`src/rtl/regfile_onehot_wr.sv`:
```
// ---------------------------------------------------------------------------
// regfile_onehot_wr
//   NUM_REGS x DATA_WIDTH register file. The write port takes a one-hot
//   word-select vector straight from the upstream write-address decoder.
//   There are two combinational read ports. A write whose select vector
//   has more than one bit set is rejected and raises a sticky error flag.
//   Optionally, a read of the register being written returns the write
//   data in the same cycle (write-to-read bypass).
//
// Ports
//   clock             rising-edge clock for all state
//   ctrl_reset        synchronous active-high reset (registers and flag)
//   ctrl_writeEnable  global write strobe
//   write_onehot      one-hot register select for writes
//   data_writeReg     write data
//   ctrl_readRegA/B   read port selects
//   data_readRegA/B   read port data (0-cycle latency)
//   err_multihot      sticky: a strobed write carried a multi-hot select
// ---------------------------------------------------------------------------
module regfile_onehot_wr #(
  parameter int DATA_WIDTH = 32,
  parameter int NUM_REGS   = 32,
  parameter int ADDR_WIDTH = 5,
  parameter bit ZERO_REG   = 1'b1,
  parameter bit BYPASS     = 1'b1
) (
  input  logic                  clock,
  input  logic                  ctrl_reset,
  input  logic                  ctrl_writeEnable,
  input  logic [NUM_REGS-1:0]   write_onehot,
  input  logic [DATA_WIDTH-1:0] data_writeReg,
  input  logic [ADDR_WIDTH-1:0] ctrl_readRegA,
  input  logic [ADDR_WIDTH-1:0] ctrl_readRegB,
  output logic [DATA_WIDTH-1:0] data_readRegA,
  output logic [DATA_WIDTH-1:0] data_readRegB,
  output logic                  err_multihot
);

  logic [DATA_WIDTH-1:0] regs [NUM_REGS];
  logic                  one_hot;
  logic                  multi_hot;
  logic                  wr_valid;

  always_comb begin
    one_hot   = $onehot(write_onehot);
    multi_hot = (write_onehot != '0) && !one_hot;
    wr_valid  = ctrl_writeEnable && !ctrl_reset && one_hot;
  end

  // Storage and sticky error flag; reset wins over any write in the same cycle.
  always_ff @(posedge clock) begin
    if (ctrl_reset) begin
      for (int k = 0; k < NUM_REGS; k++) regs[k] <= '0;
      err_multihot <= 1'b0;
    end else begin
      if (ctrl_writeEnable && multi_hot) err_multihot <= 1'b1;
      for (int k = 0; k < NUM_REGS; k++) begin
        // Register 0 never takes a write when it is hardwired to zero.
        if (wr_valid && write_onehot[k] && !(ZERO_REG && k == 0))
          regs[k] <= data_writeReg;
      end
    end
  end

  // Read mux: the hardwired zero takes priority over bypass, and bypass over storage.
  function automatic logic [DATA_WIDTH-1:0] read_port(
    input logic [ADDR_WIDTH-1:0] sel,
    input logic                  wr_ok,
    input logic [NUM_REGS-1:0]   wsel,
    input logic [DATA_WIDTH-1:0] wdata,
    input logic [DATA_WIDTH-1:0] stored
  );
    if (ZERO_REG && sel == '0)
      return '0;
    else if (BYPASS && wr_ok && wsel[sel])
      return wdata;
    else
      return stored;
  endfunction

  always_comb begin
    data_readRegA = read_port(ctrl_readRegA, wr_valid, write_onehot, data_writeReg,
                              regs[ctrl_readRegA]);
    data_readRegB = read_port(ctrl_readRegB, wr_valid, write_onehot, data_writeReg,
                              regs[ctrl_readRegB]);
  end

endmodule
```
`config.mk`:
```
export PLATFORM = sky130hd
export DESIGN_NAME = regfile_onehot_wr
export DESIGN_NICKNAME = d
export VERILOG_FILES = /design/src/rtl/regfile_onehot_wr.sv
export SDC_FILE = /design/constraint.sdc
export NUM_CORES = 2
export LEC_CHECK = 0
export CAP_MARGIN = 20
export CORE_MARGIN = 3
export CORE_UTILIZATION = 45
export CTS_CLUSTER_SIZE = 20
export DETAILED_ROUTE_END_ITERATION = 10
export HOLD_SLACK_MARGIN = 0.05
export PLACE_DENSITY = 0.72
export SLEW_MARGIN = 20
export SYNTH_ARGS = -nofsm -noshare
export SYNTH_HDL_FRONTEND = slang
export SYNTH_SLANG_ARGS = --single-unit
export TNS_END_PERCENT = 50
```
`constraint.sdc`:
```
create_clock -name clock -period 9.3 [get_ports clock]
set_clock_uncertainty 0.2 [all_clocks]
set_input_delay 1.395 -clock clock [delete_from_list [all_inputs] [get_ports clock]]
set_output_delay 1.395 -clock clock [all_outputs]
set_load 0.05 [all_outputs]
```
; ---- Word level (Yosys, flattened, before mapping)
; Memory sizes are Yosys's and may differ from the RTL's.
; Cells that the tools add are included.
[word_totals]
mem_bits_ro = 0
mem_count = 1
ramBits = 1024
latchBits = 0
input_bits = 77
regBits = 1
[mem_list]
columns = memory, words, width, rd, rd_clocked_by_memory_dff, wr, line
row1 = regs, 32, 32, 2, 0, 32, 39  ; logic [DATA_WIDTH-1:0] regs [NUM_REGS];
[classes]
n_mux = 134
bitwise_logic = 31
n_shift = 0
n_mul = 0
n_eq_ne = 1
addsub = 31
n_reduce_logical = 42
n_lt_le_gt_ge = 2
div_mod_pow = 0
[op_table]
columns = op, n
row1 = $mux W32, 35
row2 = $mux W1, 97
row3 = $logic_and A1 B1 Y1, 37
row4 = $add A1 B1 Y2, 16
row5 = $reduce_bool A32 Y1, 1
row6 = $or A1 B1 Y1, 31
row7 = $add A2 B2 Y3, 8
row8 = $add A3 B3 Y4, 4
row9 = $lt A5 B6 Y1 const B, 2
row10 = $add A4 B4 Y5, 2
row11 = $bmux W1 S5, 2
row12 = $logic_not A5 Y1, 2
row13 = $add A5 B5 Y6, 1
row14 = $eq A6 B1 Y1 const B, 1
row15 = $logic_not A1 Y1, 2

; ---- Logic depth before layout (Yosys ltp)
[depth]
depth_word = 12
depth_mapped = 22
depth_no_buf = 19

; ---- Worst setup path after synthesis
; No wires, ideal clock.
[synth_timing]
path_kind = input -> output
from = input write_onehot[5]
to = output data_readRegA[30]
path_stages = 21
path_buffers = 3
required_ps = 7705
t_arrival_ps = 7250
slack_ps = 455
cell_sequence = clkbuf_1 -> inv_1 -> fa_1 -> inv_1 -> fa_1 -> fa_1 -> fa_1 -> fa_1 -> inv_1 -> fa_1 -> inv_1 -> ha_1 -> fa_1 -> nand3b_1 -> o22ai_1 -> nand2_1 -> nor3_2 -> and2_0 -> buf_2 -> buf_2 -> o21ai_0
[synth_via]
elab_chain_cells = 10
[synth_rtl]
columns = element, line
row1 = "start, declared", 30  ; input logic [NUM_REGS-1:0] write_onehot,
row2 = $add A1 B1 Y2 (not written as such), 45  ; one_hot = $onehot(write_onehot);
row3 = $add A2 B2 Y3 (not written as such), 45
row4 = $add A3 B3 Y4 (not written as such), 45
row5 = $add A4 B4 Y5 (not written as such), 45
row6 = $add A5 B5 Y6 (not written as such), 45
row7 = $eq A6 B1 Y1, 45
row8 = $logic_and A1 B1 Y1, 47  ; wr_valid = ctrl_writeEnable && !ctrl_reset && one_hot;
row9 = $logic_and A1 B1 Y1 *, 75  ; else if (BYPASS && wr_ok && wsel[sel])
row10 = $mux W32 *, 75
row11 = $mux W32 *, 73  ; if (ZERO_REG && sel == '0)
row12 = "end, declared", 34  ; output logic [DATA_WIDTH-1:0] data_readRegA,
; Mark *: on every way between the ends. The rest lies on a longest branch, timed or not. The select of a mux whose other input is x is not followed.

; ---- Worst setup path after layout
[layout_timing]
from = input write_onehot[7]
to = output data_readRegB[6]
[layout_via]
elab_chain_cells = 10
[layout_rtl]
columns = element, line
row1 = $add A1 B1 Y2 (not written as such), 45
row2 = $add A2 B2 Y3 (not written as such), 45
row3 = $add A3 B3 Y4 (not written as such), 45
row4 = $add A4 B4 Y5 (not written as such), 45
row5 = $add A5 B5 Y6 (not written as such), 45
row6 = $eq A6 B1 Y1, 45
row7 = $logic_and A1 B1 Y1, 47
row8 = $logic_and A1 B1 Y1 *, 75
row9 = $mux W32 *, 75
row10 = $mux W32 *, 73
row11 = "end, declared", 35  ; output logic [DATA_WIDTH-1:0] data_readRegB,
; Marked as above.

==> run metrics <==
DR vias=37200; Post-Syn Nets=3935; crit-path most repeated cell=fa_1; FF-to-FF Start=err_multihot$_SDFFE_PP0P_; Sw Share=30.6%; core area=117000 um^2; Yosys top cell by area=edfxtp_1; Critical Path AT=7520 ps; Critical Path Sink Type=output pin; Reg clk slew, reported paths=60 ps; P_leak=22.7 nW; HP Class=flop to flop; Num CTS Buffers=98; Distinct cells, synth=58; DR iter-0 viols=5877; Worst path slowest cell=fa_1; fillers=9352; Cell Pwr Density=225 nW/um^2; Post-Syn Area=53000 um^2; Max Cap Viol=0; TritonCTS clock tree=done; clock sinks=993; Psw=4.12 mW; final setup violation count=0; non-filler cells, final=5382; CTS Hold Bufs=0; Via density=6.91; slowest stage delay, CP=520 ps; Setup TNS=0 ps; largest net degree at the start of global routing=275; H-tree levels=3; clock power share=28.9%; Total Wirelength=177 mm; FF-to-FF End=err_multihot$_SDFFE_PP0P_; CP endpoint=data_readRegB[6]; Placed Cells=5181; final instance area=59800 um^2; drt pass-1 iters=5; Final Hold Viols=0; Max Freq=110 MHz; # DRC=0; Cell Rows=125; Max-Slew Margin vs Limit=13.9%; Startpoint Class=primary input; Critical path origin=write_onehot[7]; required time worst endpoint=7710 ps; Die W=349 um; placer congestion estimate=0.886; DIE HEIGHT=349 um; layout cells sized above 1=21.0%; Period minus WS final=9110 ps; RSZ-0062 raised after global routing=false; Antenna Violating Nets Remaining=0; pre-CTS setup slack=-1.46 ps; GRT Util Overall=28.1%; EDFF count, synth=992; clock buffer depth=3; Most used DFF post-synth=edfxtp_1; Worst Reg-to-Reg Cells=2; Post-Syn Area per Cell=13.9 um^2; area grow syn2layout=12.9%; Synth top area share=56.2%; r2r setup slk=8440 ps; Root Buffer Master=clkbuf_16; Post-DP Area=56500 um^2; hpwl dp=106 mm; Max VDD drop=0.000157 V; most frequent cells after synthesis=edfxtp_1, and3_1, mux2i_1, clkbuf_1, mux4_2; Port Buf Inserts=141; worst setup path category=primary input to output pin; post-synthesis instance total=3826; Async SR Flop Fraction=0%; Tightest Pin Transition=1260 ps; Final period util=98.0%; first-pass GRT wire length=251 mm; cell with the most instances after synthesis=edfxtp_1; fin. max-slew vios=0; Gate power share=25.8%; Flop pwr share=45.4%; GRT overflow=0; Die Area=122000 um^2; wire per inst=32.9 um; status=finished clean; Internal=9.33 mW; vias in the first global route=35900; number of synthesis warnings=0; initial antenna violation count=13; crit-path cells=clkdlybuf4s50_1 > buf_4 > inv_1 > fa_1 > inv_1 > fa_1 > fa_1 > fa_1 > fa_1 > inv_1 > fa_1 > inv_1 > ha_1 > or4b_4 > nor3_4 > nand4_4 > a311oi_4 > buf_12 > buf_16 > nand3_1 > o21ai_2 > buf_12; Synth Register Bits=993; Final nets=3880; IO Count=142; Clock Latency Late Sink=670 ps; share of the yosys chip area belonging to registers=56.2%; Max FO, Critical Path=9; Synth area leaders=edfxtp_1, mux4_2, mux2i_1; Worst Setup Slack, final=185 ps; Initial Utilization=45.5%
-- per-layer routing --
| layer | vias to the layer above | wire (um) | track usage, % |
|---|---|---|---|
| li1 | 15200 | - | - |
| met3 | 455 | 25200 | 8.60 |
| met2 | 2777 | 80100 | 43.1 |
| met5 | - | 57 | 0 |
| met4 | 8 | 7700 | 11.7 |
| met1 | 18700 | 64000 | 37.2 |
-- sequential cells by signal, summed over array words and instances, names as in the netlist --
name          count
err_multihot      1
regs            992
-- worst max-delay path, delay by kind of cell --
kind / cells / cell delay [ps]
compound gates: 2 / 480
fa+ha+maj: 7 / 3190
buf+inv: 9 / 1430
simple gates: 4 / 1010
-- cell usage in the layout, fill, tap and decap left out, drive strengths merged, types with 10 or more instances in the layout --
master | netlist | routed
edfxtp | 992 | 992
and3 | 545 | 545
mux2i | 396 | 396
buf | 141 | 234
mux4 | 229 | 229
clkbuf | 310 | 126
a21oi | 123 | 123
o21ai | 120 | 120
a22oi | 99 | 99
mux2 | 95 | 95
nor2b | 91 | 91
o22ai | 75 | 75
nand2 | 61 | 61
clkdlybuf4s50 | 0 | 58
nor2 | 53 | 53
a211oi | 52 | 52
inv | 47 | 52
a221oi | 51 | 51
clkinv | 1 | 51
nand3 | 41 | 41
nor4 | 39 | 39
o221ai | 35 | 35
a22o | 31 | 31
a21boi | 31 | 31
a31o | 31 | 31
o311a | 25 | 25
a2111oi | 25 | 25
fa | 24 | 24
nor3 | 10 | 10
-- layout make-up --
cell class              count  area (um^2)  share of cell area (%)
inverters                  48          180                   0.301
diodes                      3         7.51                  0.0126
clock buffers             123         2610                    4.36
repair buffers            296         3600                    6.02
flip-flops and latches    993        29800                    49.8
well taps                1524         1910                    3.19
clock inverters            61          465                   0.778
multi-input cells        2334        21200                    35.5
-- worst min-delay path by stage --
stage	end	startpoint	slack, ps	cells after the start
after floorplan	err_multihot$_SDFFE_PP0P_	err_multihot$_SDFFE_PP0P_	550	2
after global placement	err_multihot$_SDFFE_PP0P_	err_multihot$_SDFFE_PP0P_	290	2
after detailed placement	err_multihot$_SDFFE_PP0P_	err_multihot$_SDFFE_PP0P_	310	2
after CTS	err_multihot$_SDFFE_PP0P_	err_multihot$_SDFFE_PP0P_	320	2
after global routing	err_multihot$_SDFFE_PP0P_	err_multihot$_SDFFE_PP0P_	340	2
final	err_multihot$_SDFFE_PP0P_	err_multihot$_SDFFE_PP0P_	320	2
-- through the flow --
stage               hold slack (ps)  utilization (%)  power, mW
floorplan                       549                -       8.15
global placement                292             48.5       9.42
detailed placement              307             48.5       9.51
CTS                             321             51.2       13.3
global route                    337             51.3       13.9
finish                          320             51.3       13.4
-- kinds of logic after synthesis --
group / count (synthesis) / share of synthesized area (%)
and+or+nand+nor: 870 / 9.74
adders and majority gates: 32 / 1.10
buffers and inverters: 499 / 4.17
AOI/OAI and AO/OA: 712 / 9.52
DFF: 993 / 56.2
muxes: 720 / 19.2
-- power by group through the flow --
| stage | clock network, mW | logic, mW | registers [mW] |
|---|---|---|---|
| finish | 3.88 | 3.47 | 6.10 |
| global route | 4.08 | 3.63 | 6.16 |
| CTS | 3.89 | 3.37 | 6.08 |
| detailed placement | 0 | 3.35 | 6.17 |
| global placement | 0 | 3.31 | 6.11 |
| floorplan | 0 | 2.08 | 6.07 |
-- what timing repair did --
action | in CTS | in global routing
endpoints found under the hold margin | 0 | 0
endpoints found under the setup margin | 5 | 64
setup buffers | 0 | 11
cloned | 0 | 3
pin swaps | 0 | 3
resized for setup | 1 | 9
Power figures use the tool's default switching activity.
